[src/rtl/mul_share_sched.sv]
// Round-robin scheduler sharing one iterative shift-and-add multiplier
// among NUM_REQ requesters. A per-request const_time bit disables the
// zero-operand early exit so that latency does not depend on operand data.
module mul_share_sched #(
   parameter int WIDTH   = 4,
   parameter int NUM_REQ = 2,
   parameter int ID_W    = $clog2(NUM_REQ),
   parameter int CNT_W   = $clog2(WIDTH) + 1
) (
   input  logic                       clk,
   input  logic                       rst_n,
   input  logic [NUM_REQ-1:0]         req_valid,
   output logic [NUM_REQ-1:0]         req_ready,
   input  logic [NUM_REQ*WIDTH-1:0]   req_a,
   input  logic [NUM_REQ*WIDTH-1:0]   req_b,
   input  logic [NUM_REQ-1:0]         req_const_time,
   output logic                       resp_valid,
   input  logic                       resp_ready,
   output logic [2*WIDTH-1:0]         resp_o,
   output logic [ID_W-1:0]            resp_id,
   output logic [CNT_W:0]             resp_cycles,
   output logic                       busy
);

   typedef enum logic [1:0] {IDLE, RUN, DONE} state_t;

   state_t              state;
   logic [WIDTH-1:0]    a_reg;
   logic [WIDTH-1:0]    b_reg;
   logic [2*WIDTH-1:0]  o_reg;
   logic [CNT_W-1:0]    counter;
   logic [CNT_W:0]      cycles;
   logic [ID_W-1:0]     id_reg;
   logic                ct_reg;
   logic [ID_W-1:0]     rr_ptr;

   logic                grant_found;
   logic [ID_W-1:0]     grant;
   logic                exit_now;
   logic [2*WIDTH-1:0]  addend;

   // Round-robin search starting just after the last granted requester
   always_comb begin
      int idx;
      grant_found = 1'b0;
      grant       = '0;
      idx         = 0;
      for (int k = 1; k <= NUM_REQ; k++) begin
         idx = (int'(rr_ptr) + k) % NUM_REQ;
         if (!grant_found && req_valid[idx[ID_W-1:0]]) begin
            grant_found = 1'b1;
            grant       = idx[ID_W-1:0];
         end
      end
   end

   // Accept strobe is only offered while idle, and only to the winner
   always_comb begin
      req_ready = '0;
      if (state == IDLE && grant_found)
         req_ready[grant] = 1'b1;
   end

   // Exit test and partial product for the current RUN cycle
   always_comb begin
      exit_now = ct_reg ? (counter == CNT_W'(WIDTH))
                        : (a_reg == '0 || b_reg == '0);
      addend   = b_reg[0] ? ({{WIDTH{1'b0}}, a_reg} << counter) : '0;
   end

   // Scheduler FSM, multiplier datapath and registered response
   always_ff @(posedge clk or negedge rst_n) begin
      if (!rst_n) begin
         state       <= IDLE;
         a_reg       <= '0;
         b_reg       <= '0;
         o_reg       <= '0;
         counter     <= '0;
         cycles      <= '0;
         id_reg      <= '0;
         ct_reg      <= 1'b0;
         rr_ptr      <= ID_W'(NUM_REQ - 1);
         resp_o      <= '0;
         resp_id     <= '0;
         resp_cycles <= '0;
      end else begin
         case (state)
            IDLE: begin
               if (grant_found) begin
                  a_reg   <= req_a[int'(grant)*WIDTH +: WIDTH];
                  b_reg   <= req_b[int'(grant)*WIDTH +: WIDTH];
                  ct_reg  <= req_const_time[grant];
                  id_reg  <= grant;
                  o_reg   <= '0;
                  counter <= '0;
                  cycles  <= '0;
                  rr_ptr  <= grant;
                  state   <= RUN;
               end
            end
            RUN: begin
               cycles <= cycles + 1'b1;
               if (exit_now) begin
                  // Result registers keep the last completed values until the next finish
                  resp_o      <= o_reg;
                  resp_id     <= id_reg;
                  resp_cycles <= cycles + 1'b1;
                  state       <= DONE;
               end else begin
                  o_reg   <= o_reg + addend;
                  b_reg   <= b_reg >> 1;
                  counter <= counter + 1'b1;
               end
            end
            DONE: begin
               if (resp_ready)
                  state <= IDLE;
            end
            default: state <= IDLE;
         endcase
      end
   end

   assign resp_valid = (state == DONE);
   assign busy       = (state != IDLE);

endmodule

[config.mk]
export PLATFORM = sky130hd
export DESIGN_NAME = mul_share_sched
export DESIGN_NICKNAME = d
export VERILOG_FILES = /design/src/rtl/mul_share_sched.sv
export SDC_FILE = /design/constraint.sdc
export NUM_CORES = 1
export LEC_CHECK = 0
export CORE_MARGIN = 2
export CORE_UTILIZATION = 29
export CTS_BUF_LIST = sky130_fd_sc_hd__clkbuf_8
export CTS_CLUSTER_DIAMETER = 120
export DETAILED_ROUTE_END_ITERATION = 10
export SLEW_MARGIN = 0
export SYNTH_ARGS = -nofsm -noshare
export SYNTH_HDL_FRONTEND = slang
export SYNTH_SLANG_ARGS = --single-unit
[constraint.sdc]
create_clock -name clk -period 5.3 [get_ports clk]
set_input_delay 1.06 -clock clk [delete_from_list [all_inputs] [get_ports clk]]
set_output_delay 1.06 -clock clk [all_outputs]
set_load 0.05 [all_outputs]
==> out/results.ini, run 1 <==
[clock_network]
postCtsHoldBufs=0
cts_root_buf=clkbuf_8
cts_made_buffers=5
ctsHtreeMaxLevel=2
post_cts_resized=0
post_cts_buffers=0
cts_sinks=41
insertion_delay_ns=0.29
ctsLongestPathBuffers=2
cts_tree=done
clkTransAtPathRegs_ns=0.08

[setup_path]
r2r_cells=8
critPathKind=primary input to primary output
critPathMaxStageDelay_ns=0.86
r2r_end=o_reg[7]
critPathCaptureType=primary output
arrival_ns=3.38
startpoint_type=primary input
critPathRequiredTime_ns=4.24
path_cells=clkdlybuf4s50_1 > a21boi_1 > and2_1 > clkdlybuf4s50_1
cpMostUsedCell=clkdlybuf4s50_1
timing.rr.start=counter[0]
slowest_stage=clkdlybuf4s50_1
cp_max_fo=8
rrSetupSlack_ns=2.69

[synth]
yosys.area_share.simple=0.151
yosysSeqAreaShare=0.450
synth_area_leader_cell=dfrtp_1
synth_fa_ha_area_frac=0.0636
yosysMostFrequentCell=dfrtp_1
synthTopCellsByCount=dfrtp_1 (40), o21ai_0 (21), nand2_1 (19), nand3_1 (15), nor2_1 (12)
synth_mux_area_frac=0.110
synth.distinct_cells=46
dominantRegCellSynth=dfrtp_1
synth_area_leaders=dfrtp_1 (44%), ha_1 (5.5%), mux2_2 (4.9%)
avgSynthCellArea_sq_um=10.4
ys_ff_latch=41
ys_warn_count=0
synth_compound_area_frac=0.154
synth_top_family_by_area=compound AO/OA/AOI/OAI gates
synthCells=220
yosysTopAreaCellShare=0.439
synthXorXnorAreaFrac=0.0269
syn-num-nets=254
synth_edf_count=0
syn-cell-area_sq_mm=0.00228
async_flop_share=1.00

[worst_hold_path]
worstHoldStart=resp_cycles[2]
whs_path_depth=2
hold_path_class=flop to flop
hold-path-endpoint=resp_cycles[2]

[global_routing]
antenna_found_initial=0
grt_max_degree=42
grt_pass1_vias=1660
overflow=0
grtUsageTotal=0.117
grt_pass1_wl_um=8020

[cells_and_area]
n_fill_cell=809
fin_area_sq_mm=0.00284
drive_above_1_share=0.116
antennaDiodeCount=0
area_growth_pct=24.3
regArea_sq_mm=0.00103
nets=292
multiInputGateArea_sq_mm=0.00115

[die]
initial_utilization=0.297
chipWidth_um=92.7
coreArea_sq_mm=0.00769
io_pins=40
die_area_sq_mm=0.00860
rows=32
dieHeight_um=92.7

[sta]
worst_pin_slew_ns=1.09
rsz0062_at_grt=false
fmax_mhz=225
tns_ns=0
drv_slew=0
finalCriticalPeriod_ns=4.44
finalClockSkew_ns=0.00711
relSlewSlack=0.273
hold_violations=0
setup_viol=0
finalCritPeriodShare=0.838

[route]
vias=1739
wl_per_cell_um=12.9
ant_nets=0
finalWirelength_um=4670
first_pass_iters=5
drt-initial-drc-count=95
vias_per_cell=4.82
drc_errors=0

[outcome]
status=finished, final reports clean

[placement]
gp_congestion=0.744
dp_hpwl_um=3510
post_dp_cell_area_sq_mm=0.00274
port_buffers=39

[power_and_ir_drop]
finalPower_mw=1.69
leakage_nw=1.29
ir_worst_vdd_mv=0.202
power_density_mw_per_mm2=595

[run]
maxCapViolCount=0

## worst max-delay path: cells and delay by family
| family | cells | cell delay [ns] |
|---|---|---|
| simple gates | 1 | 0.40 |
| buf+inv | 2 | 1.36 |
| compound gates | 1 | 0.56 |
## through the flow
| stage | utilization | std cells | hold slack (ns) | setup WS, ns |
|---|---|---|---|---|
| floorplan | - | 220 | 0.446 | 1.99 |
| global placement | 0.356 | 353 | 0.469 | 0.903 |
| detailed placement | 0.356 | 353 | 0.475 | 0.859 |
| CTS | 0.369 | 361 | 0.494 | 0.844 |
| global route | 0.369 | 361 | 0.527 | 0.762 |
| finish | 0.369 | 361 | 0.486 | 0.858 |
## cell type report
cell class / instances / area share
multi-input combinational: 159 / 0.406
tap: 102 / 0.0450
clock inverter: 2 / 0.00485
clock buffer: 6 / 0.0291
timing repair buffer: 40 / 0.139
sequential: 41 / 0.362
inverter: 11 / 0.0146
## worst max path at each step
stage / start / to / slack [ns] / cells past startpoint
floorplan: req_valid[1] / req_ready[1] / 1.99 / 3
global placement: req_valid[1] / req_ready[1] / 0.90 / 4
detailed placement: req_valid[1] / req_ready[1] / 0.86 / 4
CTS: req_valid[1] / req_ready[1] / 0.84 / 4
global route: req_valid[1] / req_ready[1] / 0.76 / 4
finish: req_valid[1] / req_ready[1] / 0.86 / 4
## per-layer routing
layer,vias up,track usage,routed length [um]
li1,863,-,-
met1,825,0.166,2250
met2,47,0.176,2100
met3,4,0.0269,280
met4,0,0.0355,40
met5,-,0,0
## report_power, final
group	total [mW]	internal (mW)	switching, mW	leakage, nW
clock network	0.214	0.106	0.108	0.0512
registers	0.576	0.445	0.131	0.531
logic	0.899	0.376	0.523	0.710
## cell families (layout without fill, tap and decap cells)
family | count (synthesis) | count (layout)
xor gates and xnor gates | 7 | 7
AOI/OAI and AO/OA | 52 | 52
and+or+nand+nor | 68 | 68
buffers and inverters | 20 | 59
adders and majority gates | 11 | 11
DFF | 41 | 41
muxes | 21 | 21
## cells in the final DEF, fill, tap and decap left out, drive strengths merged, types with 2 or more instances in the layout
cell type and instances:
dfrtp 40, clkdlybuf4s50 38, o21ai 22, nand2 19, nand3 15, mux2 13
nor2 12, inv 11, ha 10, mux2i 7, clkbuf 6, nor2b 5
a21oi 5, a222oi 5, a21o 5, nand2b 4, nor3 4, xnor2 4
xor2 3, a21boi 3, a211oi 2, nor4 2, o211ai 2, clkinv 2
buf 2
(Power assumes the default switching activity.)
==> run 2: changes to the inputs <==
clock period = 3.69 ns   (was 5.3 ns; I/O delays follow)
==> out/results.ini, run 2 (synthesized netlist as in run 1, its figures left out) <==
[sta]
fmax_mhz=358
worst_pin_slew_ns=0.892
rsz0062_at_grt=false
relSlewSlack=0.405
tns_ns=0
finalCritPeriodShare=0.758
drv_slew=0
finalCriticalPeriod_ns=2.80
setup_viol=0
fin_ws_ns=0.893
hold_violations=0
finalClockSkew_ns=0.00593

[setup_path]
r2r_cells=9
critPathKind=primary input to primary output
cp_max_fo=8
critPathCaptureType=primary output
critPathRequiredTime_ns=2.95
startpoint_type=primary input
arrival_ns=2.06

[clock_network]
clkTransAtPathRegs_ns=0.08
cts_made_buffers=5
insertion_delay_ns=0.29
ctsHtreeMaxLevel=2
postCtsHoldBufs=0
ctsLongestPathBuffers=2
cts_tree=done
post_cts_resized=0
post_cts_buffers=0
cts_sinks=41
cts_root_buf=clkbuf_8

[route]
first_pass_iters=4
ant_nets=0
wl_per_cell_um=12.6
vias=1736
drc_errors=0
vias_per_cell=4.80
finalWirelength_um=4540
drt-initial-drc-count=62

[placement]
gp_congestion=0.765
port_buffers=39
place_ws_ns=0.903
dp_hpwl_um=3460
place_inst=355

[power_and_ir_drop]
leakage_nw=1.30
ir_worst_vdd_mv=0.334
power_density_mw_per_mm2=849

[cells_and_area]
nets=294
layout_commonest_cell=dfrtp_1
antennaDiodeCount=0
final_util=0.371
final_cell_mix=dfrtp_1 (40), clkdlybuf4s50_1 (36), o21ai_0 (21)
fin_cells=362
drive_above_1_share=0.127
area_growth_pct=25.0

[outcome]
status=finished, final reports clean

[die]
chipWidth_um=92.7
rows=32
io_pins=40
die_area_sq_mm=0.00860
coreArea_sq_mm=0.00769
dieHeight_um=92.7
initial_utilization=0.297

[run]
maxCapViolCount=0

[worst_hold_path]
whs_path_depth=2
hold_path_class=flop to flop

[global_routing]
grt_pass1_vias=1646
grt_pass1_wl_um=7960
grtUsageTotal=0.116
grt_max_degree=42
antenna_found_initial=0
overflow=0

run 2: cell count changes in the layout (fill, tap and decap cells not counted):
cell             previous run  this run
clkdlybuf4s50_1            38        36
clkinvlp_4                  0         1
buf_4                       1         4
buf_12                      0         1
clkinv_4                    1         0
clkinv_2                    1         0
run 2: metal layers:
layer	part of all wire	global-route usage	wire, um
met1	0.50	0.172	2270
met2	0.45	0.171	2030
met3	0.048	0.0301	217
met4	0.0066	0.0257	30
met5	0	0	0
run 2: worst paths after layout:
check	end	slack, ns	from
max reg2reg	o_reg[7]	1.09	counter[0]
min in group asynchronous	resp_cycles[1]	0.57	rst_n
min	resp_cycles[2]	0.48	resp_cycles[2]
max in group asynchronous	id_reg	2.57	rst_n
min reg2reg	resp_cycles[2]	0.48	resp_cycles[2]
max	req_ready[1]	0.89	req_valid[1]
run 2: where the power goes:
group	switching, mW	internal, mW
Sequential	0.187	0.639
Clock	0.148	0.148
Combinational	0.746	0.553
run 2: metrics by stage:
| step | hold WS (ns) | cell area [sq um] | total power [mW] |
|---|---|---|---|
| 6_report | 0.483 | 2850 | 2.42 |
| 3_3_place_gp | 0.469 | 2760 | 2.13 |
| 4_1_cts | 0.491 | 2850 | 2.45 |
| 5_1_grt | 0.520 | 2850 | 2.63 |
| 3_5_place_dp | 0.473 | 2760 | 2.15 |
| 2_1_floorplan | 0.442 | 2280 | 1.81 |
run 2: area by class of cell:
| cell class | count | area (sq um) |
|---|---|---|
| inverter | 11 | 41.3 |
| fill | 801 | 4830 |
| sequential | 41 | 1030 |
| tap | 102 | 128 |
| multi-input combinational | 159 | 1150 |
| timing repair buffer | 42 | 415 |
| clock buffer | 6 | 82.6 |
| clock inverter | 1 | 7.51 |
run 2: worst max-delay path, cell delays in order:
cell,delay [ns]
clkdlybuf4s50_1,0.50
a21boi_1,0.23
and2_1,0.39
buf_12,0.19
==> run 3: changes to the inputs <==
clock period = 2.34 ns   (was 3.69 ns; I/O delays follow)
==> out/results.ini, run 3 (synthesized netlist as in run 1, its figures left out) <==
[outcome]
status=finished, final reports clean

[die]
chipWidth_um=92.7
initial_utilization=0.297
die_area_sq_mm=0.00860
coreArea_sq_mm=0.00769
rows=32
dieHeight_um=92.7
io_pins=40

[clock_network]
postCtsHoldBufs=0
cts_tree=done
cts_root_buf=clkbuf_8
ctsHtreeMaxLevel=2
cts_made_buffers=5
insertion_delay_ns=0.29
cts_sinks=41
clkTransAtPathRegs_ns=0.08
ctsLongestPathBuffers=2

[sta]
hold_slack_ns=0.228
fin_ws_ns=0.0241
finalClockSkew_ns=0.00613
finalCritPeriodShare=0.990
relSlewSlack=0.576
rsz0062_at_grt=true
drv_slew=0
hold_violations=0
worst_pin_slew_ns=0.632
setup_viol=0
fmax_mhz=432
finalCriticalPeriod_ns=2.32

[global_routing]
grt_pass1_vias=1828
grt_max_degree=42
antenna_found_initial=0
overflow=0
grt_pass1_wl_um=8610
grtUsageTotal=0.126

[power_and_ir_drop]
swShare=0.420
p_sw_mw=1.85
p_int_mw=2.55
seq_power_share=0.286
ir_worst_vdd_mv=0.608
p_comb_frac=0.579
leakage_nw=1.45
power_density_mw_per_mm2=1400
p_clk_frac=0.135

[route]
ant_nets=0
vias=1848
vias_per_cell=4.74
drc_errors=0
wl_per_cell_um=12.9
first_pass_iters=4
drt-initial-drc-count=81
finalWirelength_um=5030

[setup_path]
path_cells=mux2i_2 > buf_4 > a21oi_1 > nand2_1 > a21boi_1 > ha_1 > inv_1 > nor3_1 > a221oi_1 > a31oi_1 > a31o_2
slowest_stage=dfrtp_2
critPathKind=flop to flop
startpoint_type=flop
critPathMaxStageDelay_ns=0.47
critPathCaptureType=flop
arrival_ns=2.50
path_buf_inv=2
critPathRequiredTime_ns=2.53
cp_max_fo=7
cp_top_family=compound AO/OA/AOI/OAI gates

[worst_hold_path]
hold_path_class=primary input to async pin

[cells_and_area]
drive_above_1_share=0.257
final_cell_mix=dfrtp_1 (39), clkdlybuf4s50_1 (36), buf_4 (31)
area_growth_pct=38.2
nets=321
antennaDiodeCount=0
layout_commonest_cell=dfrtp_1

[placement]
port_buffers=39
dp_hpwl_um=3820
place_ws_ns=-0.0944
gp_congestion=0.835

[run]
maxCapViolCount=0

## run 3: cell types whose count changed in the layout (fill, tap and decap cells not counted), sizes merged
cell and delta:
buf +27, bufinv +1
## run 3: area by class of cell
class                           instances  area, sq um
Multi-Input combinational cell        159         1220
Fill cell                             782         4530
Sequential cell                        41         1030
Tap cell                              102          128
Clock buffer                            6         82.6
Clock inverter                          2         37.5
Timing Repair Buffer                   69          618
Inverter                               11         41.3
## run 3: metrics by stage
step | setup TNS, ns | cells | power, mW | area, sq um | utilization
CTS | 0 | 389 | 4.39 | 3130 | 0.407
global route | -0.220 | 390 | 4.74 | 3150 | 0.410
floorplan | 0 | 220 | 2.86 | 2280 | -
finish | 0 | 390 | 4.40 | 3150 | 0.410
global placement | -0.0206 | 380 | 3.64 | 2950 | 0.384
detailed placement | -0.105 | 380 | 3.68 | 2950 | 0.384
## run 3: timing repair
action                                  4_1_cts  5_1_grt
gates cloned                                  0        0
gates resized for setup                      11        6
endpoints found under the setup margin        2        2
pin swaps                                     5        9
buffers inserted                              1        1
## run 3: path summary, 6_finish.rpt
check	start	to	slack, ns	cells past startpoint
worst max-delay path	counter[0]	o_reg[6]	0.02	11
worst min-delay path	rst_n	resp_cycles[2]	0.23	2
worst max register to register	counter[0]	o_reg[6]	0.02	11
worst min register to register	resp_cycles[0]	resp_cycles[0]	0.48	2
max in group asynchronous	rst_n	counter[0]	1.73	2
min in group clk	resp_cycles[0]	resp_cycles[0]	0.48	2
## run 3: power by group through the flow
stage / Sequential [mW] / Combinational [mW] / Clock (mW)
after global placement: 1.25 / 2.39 / 0
after CTS: 1.25 / 2.52 / 0.613
after global routing: 1.30 / 2.79 / 0.642
final: 1.26 / 2.55 / 0.596
after detailed placement: 1.26 / 2.42 / 0
after floorplan: 1.49 / 1.37 / 0
## run 3: metal layers
layer,vias to the layer above,global-route usage,routed length (um)
li1,921,-,-
met1,885,0.171,2420
met2,37,0.204,2340
met3,5,0.0277,217
met4,0,0.0331,52
met5,-,0,0
